<file path="src/rtl/clock_div_bank_if.sv">
// Configuration write port for clock_div_bank: valid/ready divisor writes plus a bad-index error pulse.
// Master drives the request fields; slave returns ready and the registered error strobe.
interface clock_div_bank_if #(
    parameter int CNT_W = 32
);
    logic             cfg_valid;
    logic             cfg_ready;
    logic [3:0]       cfg_ch;
    logic [CNT_W-1:0] cfg_div;
    logic             cfg_err;

    modport master (
        output cfg_valid,
        output cfg_ch,
        output cfg_div,
        input  cfg_ready,
        input  cfg_err
    );

    modport slave (
        input  cfg_valid,
        input  cfg_ch,
        input  cfg_div,
        output cfg_ready,
        output cfg_err
    );
endinterface

</file>
<file path="src/rtl/clock_div_bank.sv">
// Bank of NUM_CH runtime-programmable clock dividers, each giving a 1-cycle tick and a 50% square wave.
// All outputs registered; cfg_ready is high whenever out of reset, so one write is taken per cycle.
module clock_div_bank #(
    parameter int                        NUM_CH   = 4,
    parameter int                        CNT_W    = 32,
    parameter logic [NUM_CH*CNT_W-1:0]   DIV_INIT = {32'd33333333, 32'd500000,
                                                     32'd25000000, 32'd50000000}
) (
    input  logic              clk,
    input  logic              rst,
    input  logic              run,
    input  logic              sync,
    clock_div_bank_if.slave   cfg,
    output logic [NUM_CH-1:0] tick,
    output logic [NUM_CH-1:0] sq
);

    localparam logic [4:0] NUM_CH_W = 5'(NUM_CH);

    logic [CNT_W-1:0]  div_q [NUM_CH];
    logic [CNT_W-1:0]  div_d [NUM_CH];
    logic [CNT_W-1:0]  cnt_q [NUM_CH];
    logic [CNT_W-1:0]  cnt_d [NUM_CH];
    logic [NUM_CH-1:0] tick_q, tick_d;
    logic [NUM_CH-1:0] sq_q, sq_d;
    logic              cfg_ready_q;
    logic              cfg_err_q, cfg_err_d;
    logic              cfg_acc;

    assign cfg_acc = cfg.cfg_valid & cfg_ready_q;

    always_comb begin
        cfg_err_d = cfg_acc && ({1'b0, cfg.cfg_ch} >= NUM_CH_W);
        tick_d    = '0;
        sq_d      = sq_q;
        for (int i = 0; i < NUM_CH; i++) begin
            div_d[i] = div_q[i];
            cnt_d[i] = cnt_q[i];
            // Restarts (write, then sync) outrank the wrap, so a restart in the wrap cycle drops that tick.
            if (cfg_acc && (cfg.cfg_ch == 4'(i))) begin
                div_d[i] = cfg.cfg_div;
                cnt_d[i] = '0;
                sq_d[i]  = 1'b0;
            end else if (sync) begin
                cnt_d[i] = '0;
                sq_d[i]  = 1'b0;
            end else if (!run || (div_q[i] == '0)) begin
                cnt_d[i] = cnt_q[i];
            end else if (cnt_q[i] == div_q[i] - CNT_W'(1)) begin
                cnt_d[i]  = '0;
                tick_d[i] = 1'b1;
                sq_d[i]   = ~sq_q[i];
            end else begin
                cnt_d[i] = cnt_q[i] + CNT_W'(1);
            end
        end
    end

    always_ff @(posedge clk) begin
        if (rst) begin
            for (int i = 0; i < NUM_CH; i++) begin
                div_q[i] <= DIV_INIT[i*CNT_W +: CNT_W];
                cnt_q[i] <= '0;
            end
            tick_q      <= '0;
            sq_q        <= '0;
            cfg_ready_q <= 1'b0;
            cfg_err_q   <= 1'b0;
        end else begin
            for (int i = 0; i < NUM_CH; i++) begin
                div_q[i] <= div_d[i];
                cnt_q[i] <= cnt_d[i];
            end
            tick_q      <= tick_d;
            sq_q        <= sq_d;
            cfg_ready_q <= 1'b1;
            cfg_err_q   <= cfg_err_d;
        end
    end

    assign tick          = tick_q;
    assign sq            = sq_q;
    assign cfg.cfg_ready = cfg_ready_q;
    assign cfg.cfg_err   = cfg_err_q;

endmodule

</file>
<file path="src/flat_wrapper.sv">
// flat-port wrapper written by rule: the top's interface ports become plain ports
module clock_div_bank_flat 
#(
    parameter int                        NUM_CH   = 4,
    parameter int                        CNT_W    = 32,
    parameter logic [NUM_CH*CNT_W-1:0]   DIV_INIT = {32'd33333333, 32'd500000,
                                                     32'd25000000, 32'd50000000}
)
  (clk, rst, run, sync, tick, sq, cfg_cfg_valid, cfg_cfg_ch, cfg_cfg_div, cfg_cfg_ready, cfg_cfg_err);
  clock_div_bank_if #(.CNT_W(CNT_W)) cfg_i ();
  input  logic clk;
  input  logic rst;
  input  logic run;
  input  logic sync;
  output logic [NUM_CH-1:0] tick;
  output logic [NUM_CH-1:0] sq;
  input wire logic [$bits(cfg_i.cfg_valid)-1:0] cfg_cfg_valid;
  input wire logic [$bits(cfg_i.cfg_ch)-1:0] cfg_cfg_ch;
  input wire logic [$bits(cfg_i.cfg_div)-1:0] cfg_cfg_div;
  output wire logic [$bits(cfg_i.cfg_ready)-1:0] cfg_cfg_ready;
  output wire logic [$bits(cfg_i.cfg_err)-1:0] cfg_cfg_err;
  assign cfg_i.cfg_valid = cfg_cfg_valid;
  assign cfg_i.cfg_ch = cfg_cfg_ch;
  assign cfg_i.cfg_div = cfg_cfg_div;
  assign cfg_cfg_ready = cfg_i.cfg_ready;
  assign cfg_cfg_err = cfg_i.cfg_err;
  clock_div_bank #(.NUM_CH(NUM_CH), .CNT_W(CNT_W), .DIV_INIT(DIV_INIT)) u_core (.clk(clk), .rst(rst), .run(run), .sync(sync), .cfg(cfg_i), .tick(tick), .sq(sq));
endmodule
</file>
<file path="config.mk">
export PLATFORM = sky130hd
export DESIGN_NAME = clock_div_bank_flat
export DESIGN_NICKNAME = d
export VERILOG_FILES = /design/src/rtl/clock_div_bank_if.sv /design/src/rtl/clock_div_bank.sv /design/src/flat_wrapper.sv
export SDC_FILE = /design/constraint.sdc
export NUM_CORES = 1
export LEC_CHECK = 0
export CAP_MARGIN = 20
export CELL_PAD_IN_SITES_DETAIL_PLACEMENT = 1
export CELL_PAD_IN_SITES_GLOBAL_PLACEMENT = 1
export CORE_ASPECT_RATIO = 0.9
export CORE_MARGIN = 3
export CORE_UTILIZATION = 47
export CTS_BUF_LIST = sky130_fd_sc_hd__clkbuf_16
export DETAILED_ROUTE_END_ITERATION = 8
export GPL_ROUTABILITY_DRIVEN = 1
export HOLD_SLACK_MARGIN = 0.12
export MAX_ROUTING_LAYER = met4
export PLACE_DENSITY_LB_ADDON = 0.1
export SLEW_MARGIN = 10
export SYNTH_ARGS = -nofsm -noshare
export SYNTH_HDL_FRONTEND = slang
export SYNTH_SLANG_ARGS = --single-unit
</file>
<file path="constraint.sdc">
create_clock -name clk -period 3.5 [get_ports clk]
set_clock_uncertainty 0.2 [all_clocks]
set_input_delay 0.525 -clock clk [delete_from_list [all_inputs] [get_ports clk]]
set_output_delay 0.525 -clock clk [all_outputs]
set_load 0.005 [all_outputs]
</file>
Word-level counts from Yosys, hierarchy flattened

Memory sizes are Yosys's and may differ from the RTL's.
Cells that the tools add are included.

Memories: 2
Memory bits (writable): 256
Output and inout bits: 10
Flip-flop bits (word level): 10
Word-level logic and storage cells: 107

Equality and inequality tests: 7
Bitwise logic cells: 17
Multiplexer cells: 35
$lt $le $gt $ge: 1
Reductions and logical operators: 27
Add/sub/neg operators: 8

Memory list:

| memory       | depth | width | rd ports | clocked after memory_dff | write ports | RTL line             | text |
|---|---|---|---|---|---|---|---|
| u_core.cnt_q | 4     | 32    | 4        | 0                        | 4           | clock_div_bank.sv:22 | `logic [CNT_W-1:0] cnt_q [NUM_CH];` |
| u_core.div_q | 4     | 32    | 4        | 0                        | 4           | clock_div_bank.sv:20 | `logic [CNT_W-1:0] div_q [NUM_CH];` |

Operators by type and width:

| kind                  | count |
|---|---|
| $mux 32               | 28 |
| $add 32x1->32 const B | 4 |
| $eq 32x32->1          | 4 |
| $logic_not 32->1      | 4 |
| $sub 32x1->32 const B | 4 |
| $reduce_or 4->1       | 4 |
| $reduce_or 3->1       | 4 |
| $eq 4x2->1 const B    | 2 |
| $not 1->1             | 8 |
| $or 1x1->1            | 8 |
| $reduce_and 2->1      | 4 |
| $mux 1                | 7 |
| $logic_and 1x1->1     | 5 |
| $eq 4x1->1 const B    | 1 |
| $ge 4x3->1 const B    | 1 |
| $logic_not 4->1       | 1 |
| $logic_or 1x1->1      | 4 |
| $and 1x1->1           | 1 |
| $logic_not 1->1       | 1 |

Depth between registers and ports, before layout

Word-level depth: 7
Depth in mapped cells: 13
Mapped depth without buffers: 10

Worst setup path after synthesis

No wires, ideal clock.

Kind: register to register
Start point: mem u_core.div_q[2][0]
End point: mem u_core.cnt_q[2][10]
Buffers on the path: 3
Clock period less this slack: 3.200 ns
Setup slack: 0.300 ns
Setup time: 0.132 ns
Stages on the path, launching flop included: 14
Arrival: 2.868 ns
Cells stage by stage: dfxtp_1 inv_1 ha_1 or4b_1 buf_2 nor4_4 buf_4 nand3b_1 xnor2_1 a2111oi_2 nand4_1 nor3_2 buf_2 nor3_1

RTL lines:

| what            | RTL line |
|---|---|
| start, declared | clock_div_bank.sv:20 |
| end, declared   | clock_div_bank.sv:22 |

==> impl_metrics.ini <==
[setup_path]
cp-end-kind = flip-flop
path_max_fanout = 7
required_ps = 3810
crit_path_start_kind = flip-flop
r2r_slack_ps = 60
setup.worst_path.class = reg -> reg
r2r_start = u_core.div_q[2][1]$_SDFFE_PP0P_
crit_top_cell = buf_4
cpPeakStageDelay_ps = 530
startpoint = u_core.div_q[2][1]$_SDFFE_PP0P_
reg2regPathDepth = 14
crit_path_top_delay_cell = or4b_4
arrival_ps = 3760
path_cells = inv_1 -> ha_1 -> or4b_4 -> nor4_4 -> buf_4 -> buf_4 -> buf_4 -> and3_1 -> o211ai_1 -> a2111oi_2 -> nand4_1 -> buf_4 -> or4_4 -> a21oi_2

[clocking]
clock_sinks = 266
clk_latency_ps = 580
cts_buffer_depth = 3
clk_pin_slew_ps = 60
cts-root-buf = clkbuf_16
cts_tree = done
cts_made_buffers = 30
cts_hold_buf = 0
htreeDepth = 1

[placement]
dpl.hpwl_um = 37500
port_buffers = 50
gp_congestion = 0.909
dp.cells = 2391

[final_layout]
drive_gt1_frac = 0.0866
layout.nets = 2069
final_cells = 2453
antennaDiodeCount = 0
area_growth_pct = 15.2

[routing]
viasPerCell = 6.01
drt_iter0_drc = 826
ant_nets = 0
wirelength_um = 50800
drc = 0
dr.pass1.iters = 5
post_drt_wl_per_cell_um = 20.7
vias = 14700

[global_route]
grt_pass1_wl_um = 81800
grt_overflow = 0
antenna_found_initial = 0
grt_pass1_vias = 15200
grt_max_degree = 46
grt_usage = 0.297

[logic_synthesis]
synth_top_area_frac = 0.349
yosysSeqAreaShare = 0.349
netlist_top_cells_area = dfxtp_1 (35%), xnor2_1 (8.7%), nand2_1 (8.1%)
syn-cell-area_um2 = 15200
synth-edff-count = 0
syn_inst = 1951
ys_warn_count = 0
synthesis.nets = 2000
yosys_most_used_dff = dfxtp_1
ys_types = 74
syn_area_per_cell_um2 = 7.81
ys_ff_latch = 266
synthArstFlopShare = 0
synth_top_area_cell = dfxtp_1

[worst_hold_path]
holdPathStages = 2
hp-class = reg -> reg
hold_start = u_core.div_q[0][14]$_SDFFE_PP1P_

[run_status]
status = finished, final reports clean

[pwr]
peakVddDrop_uv = 419
p_leak_nw = 6.16
power_per_cell_area_nw_per_um2 = 374
finalPower_mw = 6.56

[floorplanning]
boundaryPins = 51
die_y_um = 177
die-area_um2 = 34600
num_rows = 61
die_w_um = 196
core_area_um2 = 31400
initial_utilization = 0.485

[timing]
finalSetupViolations = 0
fin_tns_setup_ps = 0
worstMarginPinSlew_ps = 867
min_period_ps = 3440
final.period_utilization = 0.984
hold_viol = 0
fmax_ghz = 0.290
drv_slew = 0
hold_ws_ps = 302
max_slew_margin = 0.417

[run]
cap_viol_max_count = 0
-- cells in the mapped netlist, drive strengths merged (4+ instances only) --
library cell,instances
nor2,92
nand4b,8
buf,21
nor3,190
o211ai,14
a21oi,104
or2,8
nand2b,12
and4,12
nand2,330
o31ai,8
ha,8
dfxtp,266
or4,22
a31oi,8
xnor2,151
a21o,4
o2111ai,6
nand4,41
o21ai,27
mux2i,15
nor4b,8
nor2b,11
nand3b,6
a2111oi,4
mux2,4
inv,38
xor2,127
or3,25
and3,45
nor3b,12
nand3,131
clkbuf,82
nor4,41
o41ai,6
and2,9
-- final cells by class --
class	instances	area, µm²
Tap cell	409	512
Clock buffer	31	776
Sequential cell	266	5330
Clock inverter	25	200
Fill cell	3923	13900
Timing Repair Buffer	140	1200
Multi-Input combinational cell	1544	9390
Inverter	38	143
-- report_power, final --
part	switching (mW)	leakage, nW	total [mW]	internal (mW)
logic	0.208	3.51	0.320	0.112
clock network	1.34	0.506	3.16	1.82
registers	0.0289	2.15	3.07	3.05
total	1.58	6.16	6.56	4.98
-- sequential cells by signal, indices dropped and copies added (netlist names) --
name / flops
u_core.div_q: 128
u_core.cfg.cfg_ready: 1
u_core.sq: 4
u_core.cfg.cfg_err: 1
u_core.cnt_q: 128
u_core.tick: 4
-- cell families (layout without fill, tap and decap cells) --
family          after synthesis  count (layout)  synth area share
xor+xnor                    278             278             0.160
mux                          19              19            0.0128
buf+inv                     141             234            0.0383
fa+ha+maj                     8               8           0.00657
compound gates              227             227            0.0964
simple gates               1012            1012             0.337
flops                       266             266             0.349
-- placed cells by master, fill, tap and decap left out, types with 24 or more instances in the layout --
master,Yosys,layout
nand2_1,330,330
nor2_1,92,92
nand4_1,41,41
xor2_1,127,127
dfxtp_1,266,266
xnor2_1,151,151
nand3_1,131,131
inv_1,37,43
clkbuf_16,0,31
or3_1,25,24
clkdlybuf4s50_1,0,49
and3_1,45,45
a21oi_1,104,102
o21ai_0,25,25
nor3_1,187,186
buf_4,4,84
nor4_1,35,35
-- worst max-delay path: cells and delay by family (launching register included) --
kind / cells / cell delay [ps]
AOI/OAI and AO/OA: 3 / 510
adders and majority gates: 1 / 140
buffers and inverters: 5 / 660
DFF: 1 / 320
and+or+nand+nor: 5 / 1540
-- path summary, 6_finish.rpt --
| check | to |
|---|---|
| setup / recovery | u_core.sq[2]$_SDFFE_PP0P_ |
| hold / removal | u_core.div_q[0][14]$_SDFFE_PP1P_ |
| setup reg to reg | u_core.sq[2]$_SDFFE_PP0P_ |
| hold reg to reg | u_core.div_q[0][14]$_SDFFE_PP1P_ |
-- per-layer routing --
metal,part of all wire,track usage
met1,0.45,0.379
met2,0.47,0.486
met5,0,-
met4,0.037,0.0956
met3,0.046,0.0480
-- metrics by stage --
step	instance area (µm²)	setup slack [ps]	util
after floorplan	15200	300	-
after global placement	16500	-91.1	0.524
after detailed placement	16500	-137	0.524
after CTS	17500	49.4	0.556
after global routing	17500	-136	0.558
final	17500	57.0	0.558
-- repair_timing --
| action | 4_1_cts | 5_1_grt |
|---|---|---|
| pin swaps | 1 | 4 |
| hold endpoints to repair | 0 | 0 |
| setup endpoints to repair | 34 | 135 |
| buffers inserted | 2 | 3 |
| gates resized for setup | 2 | 12 |
Power figures use the tool's default switching activity.
